## src/rtl/led_status_scheduler.sv

```systemverilog
`default_nettype none
// ============================================================================
// Module   : led_status_scheduler
// Purpose  : Shares one LED flasher between NUM_REQ status requesters.
//            Selects the highest-priority active requester (index 0 is the
//            highest), loads its blink period into the flasher, and keeps
//            that indication visible for at least MIN_HOLD cycles before
//            re-arbitrating.
// Ports    : clock           - system clock, all logic on posedge
//            reset           - synchronous, active-high reset
//            req             - level request per requester
//            req_period      - packed 32-bit periods, requester i at [32*i +: 32]
//            grant           - one-hot current owner, 0 when idle
//            active_id       - index of current owner, 0 when idle
//            busy            - high while loading or holding an indication
//            flash_counter   - period handed to the flasher
//            flash_led_state - flasher led_state input (1 = indication shown)
//            flash_reset     - flasher reset (1 = flasher held dark)
// Revision : 1.0 - initial release
// ============================================================================
module led_status_scheduler #(
    parameter int          NUM_REQ        = 4,
    parameter logic [31:0] MIN_HOLD       = 32'd50_000_000,
    parameter logic [31:0] DEFAULT_PERIOD = 32'd25_000_000,
    localparam int         ID_W           = (NUM_REQ > 1) ? $clog2(NUM_REQ) : 1
) (
    input  logic                 clock,
    input  logic                 reset,
    input  logic [NUM_REQ-1:0]   req,
    input  logic [32*NUM_REQ-1:0] req_period,
    output logic [NUM_REQ-1:0]   grant,
    output logic [ID_W-1:0]      active_id,
    output logic                 busy,
    output logic [31:0]          flash_counter,
    output logic                 flash_led_state,
    output logic                 flash_reset
);

    localparam logic [1:0] c_ST_IDLE = 2'd0;
    localparam logic [1:0] c_ST_LOAD = 2'd1;
    localparam logic [1:0] c_ST_HOLD = 2'd2;

    logic [1:0]         r_state;
    logic [31:0]        r_hold_cnt;
    logic [NUM_REQ-1:0] r_grant;
    logic [ID_W-1:0]    r_active_id;
    logic               r_busy;
    logic [31:0]        r_flash_counter;
    logic               r_flash_led_state;
    logic               r_flash_reset;

    logic [31:0]        w_period [NUM_REQ];
    logic [ID_W-1:0]    w_winner;
    logic [31:0]        w_winner_period;
    logic               w_any_req;
    logic               w_hold_done;
    logic               w_start_load;
    logic               w_to_idle;

    // Unpack the per-requester period fields.
    generate
        for (genvar gi = 0; gi < NUM_REQ; gi++) begin : g_period
            assign w_period[gi] = req_period[32*gi +: 32];
        end
    endgenerate

    // Fixed-priority encoder: scanning downward leaves the lowest set index.
    always_comb begin
        w_winner = '0;
        for (int i = NUM_REQ - 1; i >= 0; i--) begin
            if (req[i]) begin
                w_winner = ID_W'(i);
            end
        end
    end

    assign w_any_req       = |req;
    assign w_winner_period = (w_period[w_winner] == 32'd0) ? DEFAULT_PERIOD
                                                           : w_period[w_winner];
    assign w_hold_done     = (r_state == c_ST_HOLD) && (r_hold_cnt == 32'd0);

    // A new load happens from IDLE on any request, or once the hold time has
    // expired and the winner differs from the owner (pre-emption or the owner
    // dropped while someone else is waiting). If the owner is still the
    // winner it simply keeps the flasher.
    assign w_start_load = ((r_state == c_ST_IDLE) && w_any_req) ||
                          (w_hold_done && w_any_req && (w_winner != r_active_id));
    assign w_to_idle    = w_hold_done && !w_any_req;

    always_ff @(posedge clock) begin
        if (reset) begin
            r_state           <= c_ST_IDLE;
            r_hold_cnt        <= 32'd0;
            r_grant           <= '0;
            r_active_id       <= '0;
            r_busy            <= 1'b0;
            r_flash_counter   <= DEFAULT_PERIOD;
            r_flash_led_state <= 1'b0;
            r_flash_reset     <= 1'b1;
        end else if (w_start_load) begin
            // Period is latched only here; later edits wait for the next load.
            // The flasher is held in reset for this cycle so it restarts dark.
            r_state           <= c_ST_LOAD;
            r_hold_cnt        <= MIN_HOLD;
            r_grant           <= NUM_REQ'(1) << w_winner;
            r_active_id       <= w_winner;
            r_busy            <= 1'b1;
            r_flash_counter   <= w_winner_period;
            r_flash_led_state <= 1'b1;
            r_flash_reset     <= 1'b1;
        end else begin
            case (r_state)
                c_ST_LOAD: begin
                    r_state       <= c_ST_HOLD;
                    r_flash_reset <= 1'b0;
                end
                c_ST_HOLD: begin
                    if (w_to_idle) begin
                        r_state           <= c_ST_IDLE;
                        r_grant           <= '0;
                        r_active_id       <= '0;
                        r_busy            <= 1'b0;
                        r_flash_led_state <= 1'b0;
                        r_flash_reset     <= 1'b1;
                    end else if (r_hold_cnt != 32'd0) begin
                        r_hold_cnt <= r_hold_cnt - 32'd1;
                    end
                end
                c_ST_IDLE: begin
                    r_state <= c_ST_IDLE;
                end
                default: begin
                    r_state           <= c_ST_IDLE;
                    r_grant           <= '0;
                    r_active_id       <= '0;
                    r_busy            <= 1'b0;
                    r_flash_led_state <= 1'b0;
                    r_flash_reset     <= 1'b1;
                end
            endcase
        end
    end

    assign grant           = r_grant;
    assign active_id       = r_active_id;
    assign busy            = r_busy;
    assign flash_counter   = r_flash_counter;
    assign flash_led_state = r_flash_led_state;
    assign flash_reset     = r_flash_reset;

endmodule
`default_nettype wire

```

## config.mk

```make
export PLATFORM = sky130hd
export DESIGN_NAME = led_status_scheduler
export DESIGN_NICKNAME = d
export VERILOG_FILES = /design/src/rtl/led_status_scheduler.sv
export SDC_FILE = /design/constraint.sdc
export NUM_CORES = 1
export LEC_CHECK = 0
export CAP_MARGIN = 20
export CORE_MARGIN = 1.5
export CORE_UTILIZATION = 38
export CTS_CLUSTER_SIZE = 20
export DETAILED_ROUTE_END_ITERATION = 8
export GPL_ROUTABILITY_DRIVEN = 0
export MAX_ROUTING_LAYER = met4
export PLACE_DENSITY = 0.73
export SETUP_SLACK_MARGIN = 0.4
export SLEW_MARGIN = 20
export SYNTH_ARGS = -nofsm -noshare
export SYNTH_HDL_FRONTEND = slang
export SYNTH_SLANG_ARGS = --single-unit
export TNS_END_PERCENT = 1
```

## constraint.sdc

```tcl
create_clock -name clock -period 5.2 [get_ports clock]
set_input_delay 1.04 -clock clock [delete_from_list [all_inputs] [get_ports clock]]
set_output_delay 1.04 -clock clock [all_outputs]
set_load 0.1 [all_outputs]
```

======== After elaboration in Yosys (flattened, before gate mapping) ========
Index checks and enable logic that the tools add are counted.
cells by class
  add/subtract/negate cells ............... 1
  $lt $le $gt $ge ......................... 1
  equality and inequality tests ........... 7
  shifts and indexed selects .............. 1
  multiplexer cells ....................... 25
  bitwise logic cells ..................... 3
  reductions and logical operators ........ 20
operators with widths
  cell                                                                   number
  26-bit two-way mux                                                     4
  32-bit two-way mux                                                     3
  32-bit binary-select mux with 2-bit select                             1
  32-bit zero test                                                       2
  32-bit nonzero test                                                    1
  32-bit by 1-bit subtractor with 32-bit output, second input constant   1
  2-bit two-way mux                                                      6
  4-bit two-way mux                                                      2
  2-bit one-hot mux with 2 select lines                                  2
  4-bit one-hot mux with 2 select lines                                  1
  3-bit AND reduction                                                    2
  1-bit logical AND                                                      5
  1-bit two-way mux                                                      4
  2-bit != test, second input constant                                   2
  2-bit AND reduction                                                    2
  2-bit nonzero test                                                     2
  2-bit OR reduction                                                     2
  4-bit OR reduction                                                     1
  1-bit by 2-bit << shifter with 4-bit output, first input constant      1
  3-bit >= comparator, second input constant                             1
  3-bit != test, second input constant                                   1
  2-bit inverter with 3-bit output                                       1
  1-bit one-hot mux with 3 select lines                                  1
  2-bit by 1-bit equality test with 1-bit output, second input constant  1
  other kinds (8)                                                        9
word-level totals
  bits in registers ....................... 74
  input bits .............................. 134
  output and inout bits ................... 41
  word-level logic and storage cells ...... 67

======== Longest topological paths before layout ========
Gate-level depths: netlist of the first run.
  depth after elaboration ................. 10
  mapped depth ............................ 13
  gate-level depth less buffers ........... 9

======== Least setup slack after synthesis of the first run ========
No wires, ideal clock.
  path kind ............................... in2reg
  from .................................... input req[2]
  to ...................................... register r_flash_counter[16] (netlist: flash_counter[16])
  library setup time ...................... 0.075 ns
  data arrival time ....................... 2.913 ns
  required time ........................... 5.125 ns
  slack ................................... 2.212 ns
  cell stages on the path ................. 9
  path buffers ............................ 3
  cell sequence ........................... buf_4 -> buf_2 -> a221o_1 -> a32o_1 -> or4_1 -> nor2_2 -> nand4_2 -> buf_6 -> a31oi_2
on the way
  cells in the longest elaborated chain, start to end .. 9
  elaborated cells on any way between the ends .. 15
  classes of those cells .................. eq/ne (1); mux (7); bitwise (1); reduce/logical (6)
ends and longest elaborated chain
  item                                                    line    text
  from (decl)                                             29      input logic [NUM_REQ-1:0] req,
  2-bit two-way mux (3 in a row)                          71      if (req[i]) begin
  2-bit inverter with 3-bit output (not written as such)  78, 79
  32-bit binary-select mux with 2-bit select              78, 79
  32-bit two-way mux (not written as such) (2 in a row)   78, 79
  32-bit zero test                                        78      assign w_winner_period = (w_period[w_winner] == 32'd0) ? DEFAULT_PERIOD
  32-bit two-way mux                                      78
  to (signal assigned)                                    108     r_flash_counter <= w_winner_period;
  to (decl)                                               48      logic [31:0] r_flash_counter;
Several ways; a longest one is shown, not always the timed one. The select of a mux whose other input is x is not followed.
A chain may end at the register's enable or synchronous reset.

======== Final worst setup path of the first run ========
  from .................................... input req[2]
  to ...................................... register r_flash_counter[21] (netlist: flash_counter[21])
Same word-level chain as after synthesis.

==> results of run 1 <==
## through the flow
stage          cells    util  total power, uW  hold slack (ns)  worst slack (ns)
6_report         795  0.5781             1948           0.4687             1.229
5_1_grt          795  0.5781             2028           0.4932             1.059
4_1_cts          795  0.5776             1953           0.4687             1.303
3_5_place_dp     779  0.5568             1451           0.4450            0.9617
3_3_place_gp     779  0.5568             1446           0.4382             1.072
2_1_floorplan    493       -             1194           0.4529             2.212
## per-layer routing
layer,share of wire,track usage,up-vias
met4,0.039,0.1090,0
li1,-,-,2173
met1,0.42,0.3485,2237
met5,0,-,-
met2,0.47,0.4195,228
met3,0.073,0.05666,45
## state kept, by name, summed over array words and instances (netlist names)
name             flops
flash_reset          1
r_hold_cnt          32
flash_led_state      1
grant                4
active_id            2
flash_counter       32
r_state              2
## area by class of cell
cell class / count / area (um2) / share of cell area
multi-input cells: 369 / 2499 / 0.4004
repair buffers: 185 / 1819 / 0.2916
flip-flops and latches: 74 / 1481 / 0.2374
well taps: 140 / 175.2 / 0.02807
clock buffers: 9 / 123.9 / 0.01985
clock inverters: 7 / 100.1 / 0.01604
inverters: 11 / 41.29 / 0.006617
## logic make-up (layout without fill, tap and decap cells)
logic type	Yosys count	after routing	synth area share
buf+inv	50	212	0.05656
compound gates	149	149	0.2763
fa+ha+maj	2	2	0.005953
flops	74	74	0.3525
xor+xnor	27	27	0.05627
simple gates	191	191	0.2525
## cells in the final DEF (no fill, tap or decap), types with 3 or more instances in the layout
master           instances
dfxtp_1                 74
a221o_1                 17
a32oi_1                  4
or3_1                    6
xnor2_1                  5
nand3b_1                 3
nand4_1                  8
buf_4                   11
or4bb_1                  3
inv_1                   10
nand4b_1                 6
nor2b_1                 10
and4_1                   3
nand2_1                 24
o2bb2ai_1               10
clkbuf_8                 9
a32o_1                  16
a22oi_1                 11
a21oi_1                 21
o211a_1                  3
nor3_1                   3
clkdlybuf4s50_1        173
nor2_1                  63
xor2_1                  22
a22o_1                  12
o21ai_0                 23
and2_1                   3
a31oi_1                  5
nand3_1                 13
nand2b_1                20
nor4_1                   8
a221oi_1                 7
or4_1                    3
## final timing paths
check / startpoint / to / slack (ns) / depth (start not counted)
setup / recovery: req[2] / flash_counter[21] / 1.23 / 9
hold / removal: flash_counter[0] / flash_counter[0] / 0.47 / 1
setup reg to reg: r_hold_cnt[20] / flash_counter[17] / 2.33 / 7
hold reg to reg: flash_counter[0] / flash_counter[0] / 0.47 / 1
## power groups by stage
stage                     clock (uW)  sequential, uW  combinational (uW)
after floorplan                    0             960                 233
after global placement             0             686                 760
after detailed placement           0             688                 763
after CTS                        511             675                 766
after global routing             537             683                 807
final                            502             676                 769
==> summary.md, run 1 <==
| Metric | Value |
|---|---|
| Final nets | 786 |
| WP data required | 5.48 ns |
| Leakage | 0.002239 uW |
| Initial Util | 0.3894 |
| Max-cap violations | 0 |
| Reg power frac | 0.347 |
| Die Height | 108.2 um |
| Synth top area share | 0.3525 |
| Worst Hold Class | reg2reg |
| Ys async rst share | 0 |
| Combinational Power Share | 0.395 |
| Critical path arrival | 4.25 ns |
| Residual DRC | 0 |
| Post_cts resized | 0 |
| Ratio of cells with drive above 1 in the final layout | 0.06412 |
| Slowest stage delay, CP | ~0.92 ns |
| First-pass GRT wire length | ~24 mm |
| Power Density | about 310 nW/um2 |
| Sequential cell area fraction in the yosys report | 0.3525 |
| Slew Viols, Final | 0 |
| Cell count after synthesis | between 400 and 500 |
| Top_reg_cell synth | dfxtp_1 |
| Ant diodes | 0 |
| Final instance area | 6240 um2 |
| Post-synth top area cell | dfxtp_1 |
| Ys Warns | 0 |
| Setup TNS | 0 ns |
| Final Hold Viols | 0 |
| Fmax | 251.8 MHz |
| GRT Util Overall | 0.2723 |
| Clock buffer depth | 2 |
| Switching Fraction | 0.4042 |
| WL per Instance | around 20 um |
| CP Cell Sequence | clkdlybuf4s50_1 -> nor2b_2 -> buf_4 -> a221o_1 -> a32o_1 -> nor4_1 -> and4_1 -> nand4_2 -> a31oi_2 |
| Routed wire length | 15.84 mm |
| Crit path max-delay family | buffers and inverters |
| CP max-delay cell | clkdlybuf4s50_1 |
| # hold bufs at CTS | 0 |
| Netlist Area Pre-Place | between 4000 and 5000 um2 |
| DIE WIDTH | 108.2 um |
| Clock slew at reported path FFs | 0.08 ns |
| CP Launch Type | input port |
| TritonCTS buffer count | 9 |
| Largest net degree at the start of global routing | 39 |
| Main area contributors after synthesis | dfxtp_1, nor2_1, xor2_1, a221o_1, a32o_1 |
| Post-synth top cells | dfxtp_1, nor2_1, nand2_1 |
| Synth Net Count | 629 |
| Vias in the first global route | 4480 |
| Cell with the most instances after synthesis | dfxtp_1 |
| Clock latency at the later pin of the worst-skew pair | 0.35 ns |
| Layout area overhead | 48.47% |
| Initial antenna violation count | 0 |
| CP Class | in2reg |
| Placed cell area | approximately 6000 um2 |
| Yosys reg bits | 74 |
| Unrepaired setup endpoints after global routing | no |
| Clock Sinks | 74 |
| Synth cell types | 61 |
| Number of synthesized flops with an enable pin | 0 |
| Worst-margin pin slew | roughly 1.1 ns |
| H-tree lvl count | 3 |
| Root Buffer Master | clkbuf_8 |
| Drt via density | roughly 6 |
| Die area | about 12000 um2 |
| Post-layout min period | 3.971 ns |
| Port Buffers | 174 |
| Pre-Repair DR Iteration Count | 5 |
| Fill cell count | 945 |
| Int Power | 1160 uW |
| Post-CTS setup repair buffer count | 0 |
| CTS tree | yes |
| Grt total ovfl | 0 |
| Mean Syn Cell Area | 8.525 um2 |
| Final Skew | 0.01309 ns |
| Clock share of power | 0.258 |
| Setup violators final | 0 |
| Rows | 38 |
| Initial drt markers | 418 |
| Maximum vdd drop | roughly 0.00023 V |
| Core area | between 10000 and 15000 um2 |
| Crit Path Max Fanout | 26 |
| Status | finished, final reports clean |
| Critical path capture point type | register |
| Buf/Inv on CP | 2 |
| HPWL after DPL | 12.03 mm |
| I/O pins | approximately 180 |
| Detail Route Antenna Nets | 0 |
| Slew headroom | 0.2942 |
| Ratio of final minimum period to clock period | 0.7637 |
| Switching power | 787.2 uW |
| Vias | 4683 |
No activity file was read; power rests on OpenSTA's default activity.
==> run 2: changes to the inputs <==
- PLACE_DENSITY: 0.73 -> 0.76
- clock period: 5.2 -> 3.6 ns (I/O delays scaled with it)
==> run 2 against run 1 <==
  * Sequential share of layout area fell by 0.31 points
  * Cell count rose by 1.3%
  * Global-route usage fell by 0.80 points
  * Non-clock buffer count rose by 11
  * Count of clock-buffer cells in the layout rose by 3
  * Critical endpoint is now flash_counter[16]
  * Highest routed layer unchanged
  * Power rose by 40%
  * Design area rose by 1.3%
==> summary.md, run 2 (synthesis gave the netlist of run 1 again) <==
| Metric | Value |
|---|---|
| Status | finished, final reports clean |
| H-tree lvl count | 3 (unchanged) |
| Worst setup margin | 0.6224 ns (-0.6066 ns) |
| Reg power frac | 0.357 (+0.010) |
| Pre-CTS WS | 0.1180 ns (-0.8437 ns) |
| GRT Util Overall | 0.2643 (-0.008018) |
| Final Skew | 0.006922 ns (-0.006166 ns) |
| Crit Path Max Fanout | 15 (-42%) |
| Unrepaired setup endpoints after global routing | no |
| Fmax | 335.8 MHz |
| CP Class | in2reg |
| Clock share of power | 0.228 (-0.030) |
| Final Hold Viols | 0 (unchanged) |
| Switching power | 1101 uW (+40%) |
| Worst-margin pin slew | 1.057 ns (+0.001396 ns) |
| Die area | 11700 um2 (unchanged) |
| Vias | 4692 (+0.19%) |
| Ratio of final minimum period to clock period | 0.8271 |
| WL per Instance | 18.94 um (-5.0%) |
| Setup violators final | 0 (unchanged) |
| Slowest stage delay, CP | 0.58 ns (-0.34 ns) |
| DIE WIDTH | 108.2 um (unchanged) |
| Int Power | 1632 uW (+41%) |
| First-pass GRT wire length | 23.32 mm (-3.0%) |
| Residual DRC | 0 (unchanged) |
| Ratio of cells with drive above 1 in the final layout | 0.07820 (+0.01407) |
| Max-cap violations | 0 (unchanged) |
| HPWL after DPL | 11.82 mm (-1.8%) |
| Maximum vdd drop | 0.0002811 V (+20%) |
| Switching Fraction | 0.4030 (-0.001229) |
| Pre-Repair DR Iteration Count | 5 (unchanged) |
| Most Frequent Cell on Critical Path | buf_4 |
| Routed wire length | 15.25 mm (-3.8%) |
| Rows | 38 (unchanged) |
| Worst R2R Setup Slack | 0.97 ns (-1.36 ns) |
| Ant diodes | 0 (unchanged) |
| Root Buffer Master | clkbuf_8 |
| I/O pins | 175 (unchanged) |
| Detail Route Antenna Nets | 0 (unchanged) |
| Post-layout min period | 2.978 ns |
| Clock slew at reported path FFs | 0.07 ns (about the same) |
| Critical path capture point type | register |
| Drt via density | 5.829 (-1.1%) |
| Port Buffers | 174 (unchanged) |
| Largest net degree at the start of global routing | 35 (-10%) |
| Clock latency at the later pin of the worst-skew pair | 0.34 ns (about the same) |
| # hold bufs at CTS | 0 (unchanged) |
| Layout area overhead | 50.43% |
| Final nets | 797 (+1.4%) |
| Most frequent cells in the layout | clkdlybuf4s50_1, dfxtp_1, nor2_1, nand2_1, o21ai_0 |
| Initial Util | 0.3894 (unchanged) |
| Worst Hold Class | reg2reg |
| Core area | 10790 um2 (unchanged) |
| Die Height | 108.2 um (unchanged) |
| Vias in the first global route | 4497 (+0.38%) |
| Grt total ovfl | 0 (unchanged) |
| Slew Viols, Final | 0 (unchanged) |
| Power Density | 432.3 nW/um2 (+39%) |
| Clock Sinks | 74 (unchanged) |
| CP max-delay cell | or4_1 |
| TritonCTS buffer count | 9 (unchanged) |
| Setup TNS | 0 ns (unchanged) |
| Slew headroom | 0.2932 (-0.0009340) |
| WP data required | 3.87 ns (-1.61 ns) |
| CP Cell Sequence | clkdlybuf4s50_1 -> buf_4 -> or3_1 -> nand2_1 -> buf_4 -> a32o_1 -> or4_1 -> nor2_2 -> nand4_4 -> a31oi_2 |
| Initial drt markers | 435 (+4.1%) |
| Post_cts resized | 0 (unchanged) |
| Post-CTS setup repair buffer count | 0 (unchanged) |
| Critical path arrival | 3.25 ns (-1.00 ns) |
| Initial antenna violation count | 0 (unchanged) |
| Combinational Power Share | 0.415 (+0.020) |
| Most common cell after layout, fill and taps aside | clkdlybuf4s50_1 |
| Clock buffer depth | 2 (unchanged) |
| CP Launch Type | input port |
| CTS tree | yes |
| Total Power | 2733 uW (+40%) |
| Leakage | 0.002288 uW (+2.2%) |
-- run 2: cell types whose count changed in the layout (fill, tap and decap cells not counted), sizes merged --
cell | previous run | this run
buf | 12 | 25
clkbuf | 9 | 12
inv | 12 | 9
clkdlybuf4s50 | 173 | 171
bufinv | 2 | 1
clkinv | 4 | 3
clkinvlp | 0 | 1
-- run 2: cell type report --
| class | count | area, um2 |
|---|---|---|
| clock buffer | 12 | 145.1 |
| clock inverter | 3 | 40.04 |
| fill | 931 | 4471 |
| inverter | 11 | 45.04 |
| multi-input combinational | 369 | 2501 |
| sequential | 74 | 1481 |
| tap | 140 | 175.2 |
| timing repair buffer | 196 | 1934 |
-- run 2: routing by layer --
metal / global-route usage / share of wire / up-vias
met5: - / 0 / -
met4: 0.1222 / 0.038 / 0
met3: 0.03617 / 0.071 / 44
met2: 0.4060 / 0.47 / 239
met1: 0.3443 / 0.42 / 2225
li1: - / - / 2184
-- run 2: path summary, 6_finish.rpt --
kind	from	end	depth (start not counted)
setup / recovery	req[3]	flash_counter[16]	10
hold / removal	flash_counter[31]	flash_counter[31]	1
setup reg to reg	r_hold_cnt[20]	flash_counter[26]	8
hold reg to reg	flash_counter[31]	flash_counter[31]	1
-- run 2: worst max-delay path, delay by kind of cell --
family / cells / cell delay (ns)
buffers and inverters: 3 / 0.86
AOI/OAI and AO/OA: 2 / 0.47
and+or+nand+nor: 5 / 1.18
-- run 2: power by group through the flow --
stage	Combinational, uW	Clock, uW	Sequential [uW]
4_1_cts	1130	633	975
3_3_place_gp	1120	0	990
5_1_grt	1190	665	988
2_1_floorplan	337	0	1390
3_5_place_dp	1130	0	993
6_report	1130	623	977
-- run 2: per-stage QoR --
step | util | hold WS [ns] | area, um2 | instances
5_1_grt | 0.5858 | 0.4911 | 6322 | 805
3_3_place_gp | 0.5670 | 0.4443 | 6120 | 790
2_1_floorplan | - | 0.4529 | 4203 | 493
6_report | 0.5858 | 0.4618 | 6322 | 805
3_5_place_dp | 0.5670 | 0.4470 | 6120 | 790
4_1_cts | 0.5842 | 0.4688 | 6305 | 805
==> run 3: changes to the inputs <==
- PLACE_DENSITY: 0.76 -> 0.73
- clock period: 3.6 -> 3.1 ns (I/O delays scaled with it)
==> run 3 against run 2 <==
  * Clock skew grew 0.0043 ns
  * Combinational power grew 20%
  * Global-route usage grew 1.0 points
  * Sequential share of layout area shrank 0.79 points
  * Die area is the same
  * Via count grew 2.2%
  * Worst setup slack lost 0.13 ns
  * Critical path type unchanged
  * Core utilization grew 2.0 points
  * Sequential power grew 17%
  * Register-to-register slack lost 0.35 ns
  * Count of clock-buffer cells in the layout shrank 1
==> summary.md, run 3 (synthesis gave the netlist of run 1 again) <==
| Metric | Value |
|---|---|
| Status | finished, final reports clean |
| WP data required | 3.38 ns (-0.49 ns) |
| Initial antenna violation count | 1 (+1) |
| Fmax | 383.2 MHz |
| Initial drt markers | 458 (+5.3%) |
| Ratio of cells with drive above 1 in the final layout | 0.1779 (+0.09971) |
| Pre-CTS WS | -0.07677 ns (-0.1948 ns) |
| Critical path capture point type | register |
| Largest net degree at the start of global routing | 34 (-2.9%) |
| Power Density | 501.0 nW/um2 (+16%) |
| Slew Viols, Final | 0 (unchanged) |
| Ratio of final minimum period to clock period | 0.8417 |
| Port Buffers | 174 (unchanged) |
| Core area | 10790 um2 (unchanged) |
| Clock latency at the later pin of the worst-skew pair | 0.36 ns (+0.02 ns) |
| Final Hold Viols | 0 (unchanged) |
| Vias | 4793 (+2.2%) |
| First-pass GRT wire length | 23.98 mm (+2.9%) |
| CP Launch Type | input port |
| Clock buffer depth | 2 (unchanged) |
| Crit Path Max Fanout | 17 (+2) |
| Post-layout min period | 2.609 ns |
| Clock Sinks | 74 (unchanged) |
| Critical path arrival | 2.89 ns (-0.36 ns) |
| Worst Hold Class | reg2reg |
| Most frequent cells in the layout | clkdlybuf4s50_1, buf_4, dfxtp_1, nor2_1, nand2_1 |
| Root Buffer Master | clkbuf_8 |
| Clock slew at reported path FFs | 0.08 ns (about the same) |
| Layout area overhead | 55.67% |
| Detail Route Antenna Nets | 0 (unchanged) |
| Pre-Repair DR Iteration Count | 5 (unchanged) |
| Leakage | 0.002524 uW (+10%) |
| Worst-margin pin slew | 0.5611 ns (-0.4958 ns) |
| Vias in the first global route | 4541 (+0.98%) |
| Finished Layout Cells | 838 (+4.1%) |
| # hold bufs at CTS | 0 (unchanged) |
| H-tree lvl count | 3 (unchanged) |
| DIE WIDTH | 108.2 um (unchanged) |
| HPWL after DPL | 12.69 mm (+7.4%) |
| Initial Util | 0.3894 (unchanged) |
| Maximum vdd drop | 0.0003349 V (+19%) |
| Post-CTS setup repair buffer count | 0 (unchanged) |
| CP Class | in2reg |
| Drt via density | 5.720 (-1.9%) |
| TritonCTS buffer count | 9 (unchanged) |
| Max-cap violations | 0 (unchanged) |
| Rows | 38 (unchanged) |
| Slew headroom | 0.6225 (+0.3293) |
| Grt total ovfl | 0 (unchanged) |
| Die area | 11700 um2 (unchanged) |
| Most common cell after layout, fill and taps aside | clkdlybuf4s50_1 |
| Worst setup margin | 0.4906 ns (-0.1317 ns) |
| Residual DRC | 0 (unchanged) |
| CTS tree | yes |
| Routed wire length | 16.04 mm (+5.2%) |
| Unrepaired setup endpoints after global routing | yes |
| GRT Util Overall | 0.2747 (+0.01037) |
| Final nets | 828 (+3.9%) |
| I/O pins | 175 (unchanged) |
| Final Skew | 0.01125 ns (+0.004326 ns) |
| Die Height | 108.2 um (unchanged) |
| Placed Cells incl. Taps | 821 (+3.9%) |
| Setup violators final | 0 (unchanged) |
| WL per Instance | 19.14 um (+1.0%) |
## run 3: changes by cell type in the layout (fill, tap and decap cells not counted), sizes merged
cell           before  now
buf                25   95
clkbuf             12   11
clkdlybuf4s50     171  129
clkinv              3    2
clkinvlp            1    2
diode               0    1
dlygate4sd2         0    2
dlymetal6s2s        0    1
inv                 9   11
## run 3: per-layer routing
layer	global-route usage	share of wire	vias to the layer above
li1	-	-	2254
met1	0.3566	0.42	2254
met2	0.4372	0.48	253
met3	0.04943	0.074	32
met4	0.07989	0.022	0
met5	-	0	-
## run 3: path summary, 6_finish.rpt
check,from,endpoint,slack (ns),cells past startpoint
max,req[3],flash_counter[11],0.49,11
min,flash_counter[7],flash_counter[7],0.47,1
max reg2reg,r_hold_cnt[7],grant[0],0.62,8
min reg2reg,flash_counter[7],flash_counter[7],0.47,1
## run 3: what timing repair did
action / 4_1_cts / 5_1_grt
endpoints found under the setup margin: 12 / 24
hold endpoints to repair: 0 / 0
pin swaps: 2 / 0
resized for setup: 5 / 2
## run 3: cell type report
cell class	count	area (um2)
antenna	1	2.502
clock buffer	11	141.4
clock inverter	5	62.56
fill	923	4250
inverter	11	41.29
multi-input combinational	369	2499
sequential	74	1481
tap	140	175.2
timing repair buffer	227	2140
## run 3: critical path: stages
cell and delay, ns:
dlygate4sd2_1 0.27, nor2b_2 0.18, buf_12 0.15, buf_4 0.14, a221o_1 0.31, a32o_1 0.27
nor4_1 0.27, and4_1 0.24, nand4_2 0.11, buf_6 0.16, a31oi_1 0.16
## run 3: stage by stage
step	util	hold slack (ns)	area [um2]	power [uW]	TNS [ns]
5_1_grt	0.6062	0.4890	6543	3403	0
3_3_place_gp	0.5853	0.4401	6317	2482	-0.3531
6_report	0.6062	0.4717	6543	3278	0
2_1_floorplan	-	0.4529	4203	2002	0
4_1_cts	0.6051	0.4703	6531	3278	0
3_5_place_dp	0.5853	0.4480	6317	2501	-0.5301
## run 3: power breakdown
| group | internal, uW | leakage, uW | total (uW) | switching (uW) |
|---|---|---|---|---|
| combinational | 481 | 0.00182 | 1360 | 875 |
| clock | 398 | 0.0000962 | 785 | 387 |
| sequential | 1050 | 0.000609 | 1140 | 83.5 |
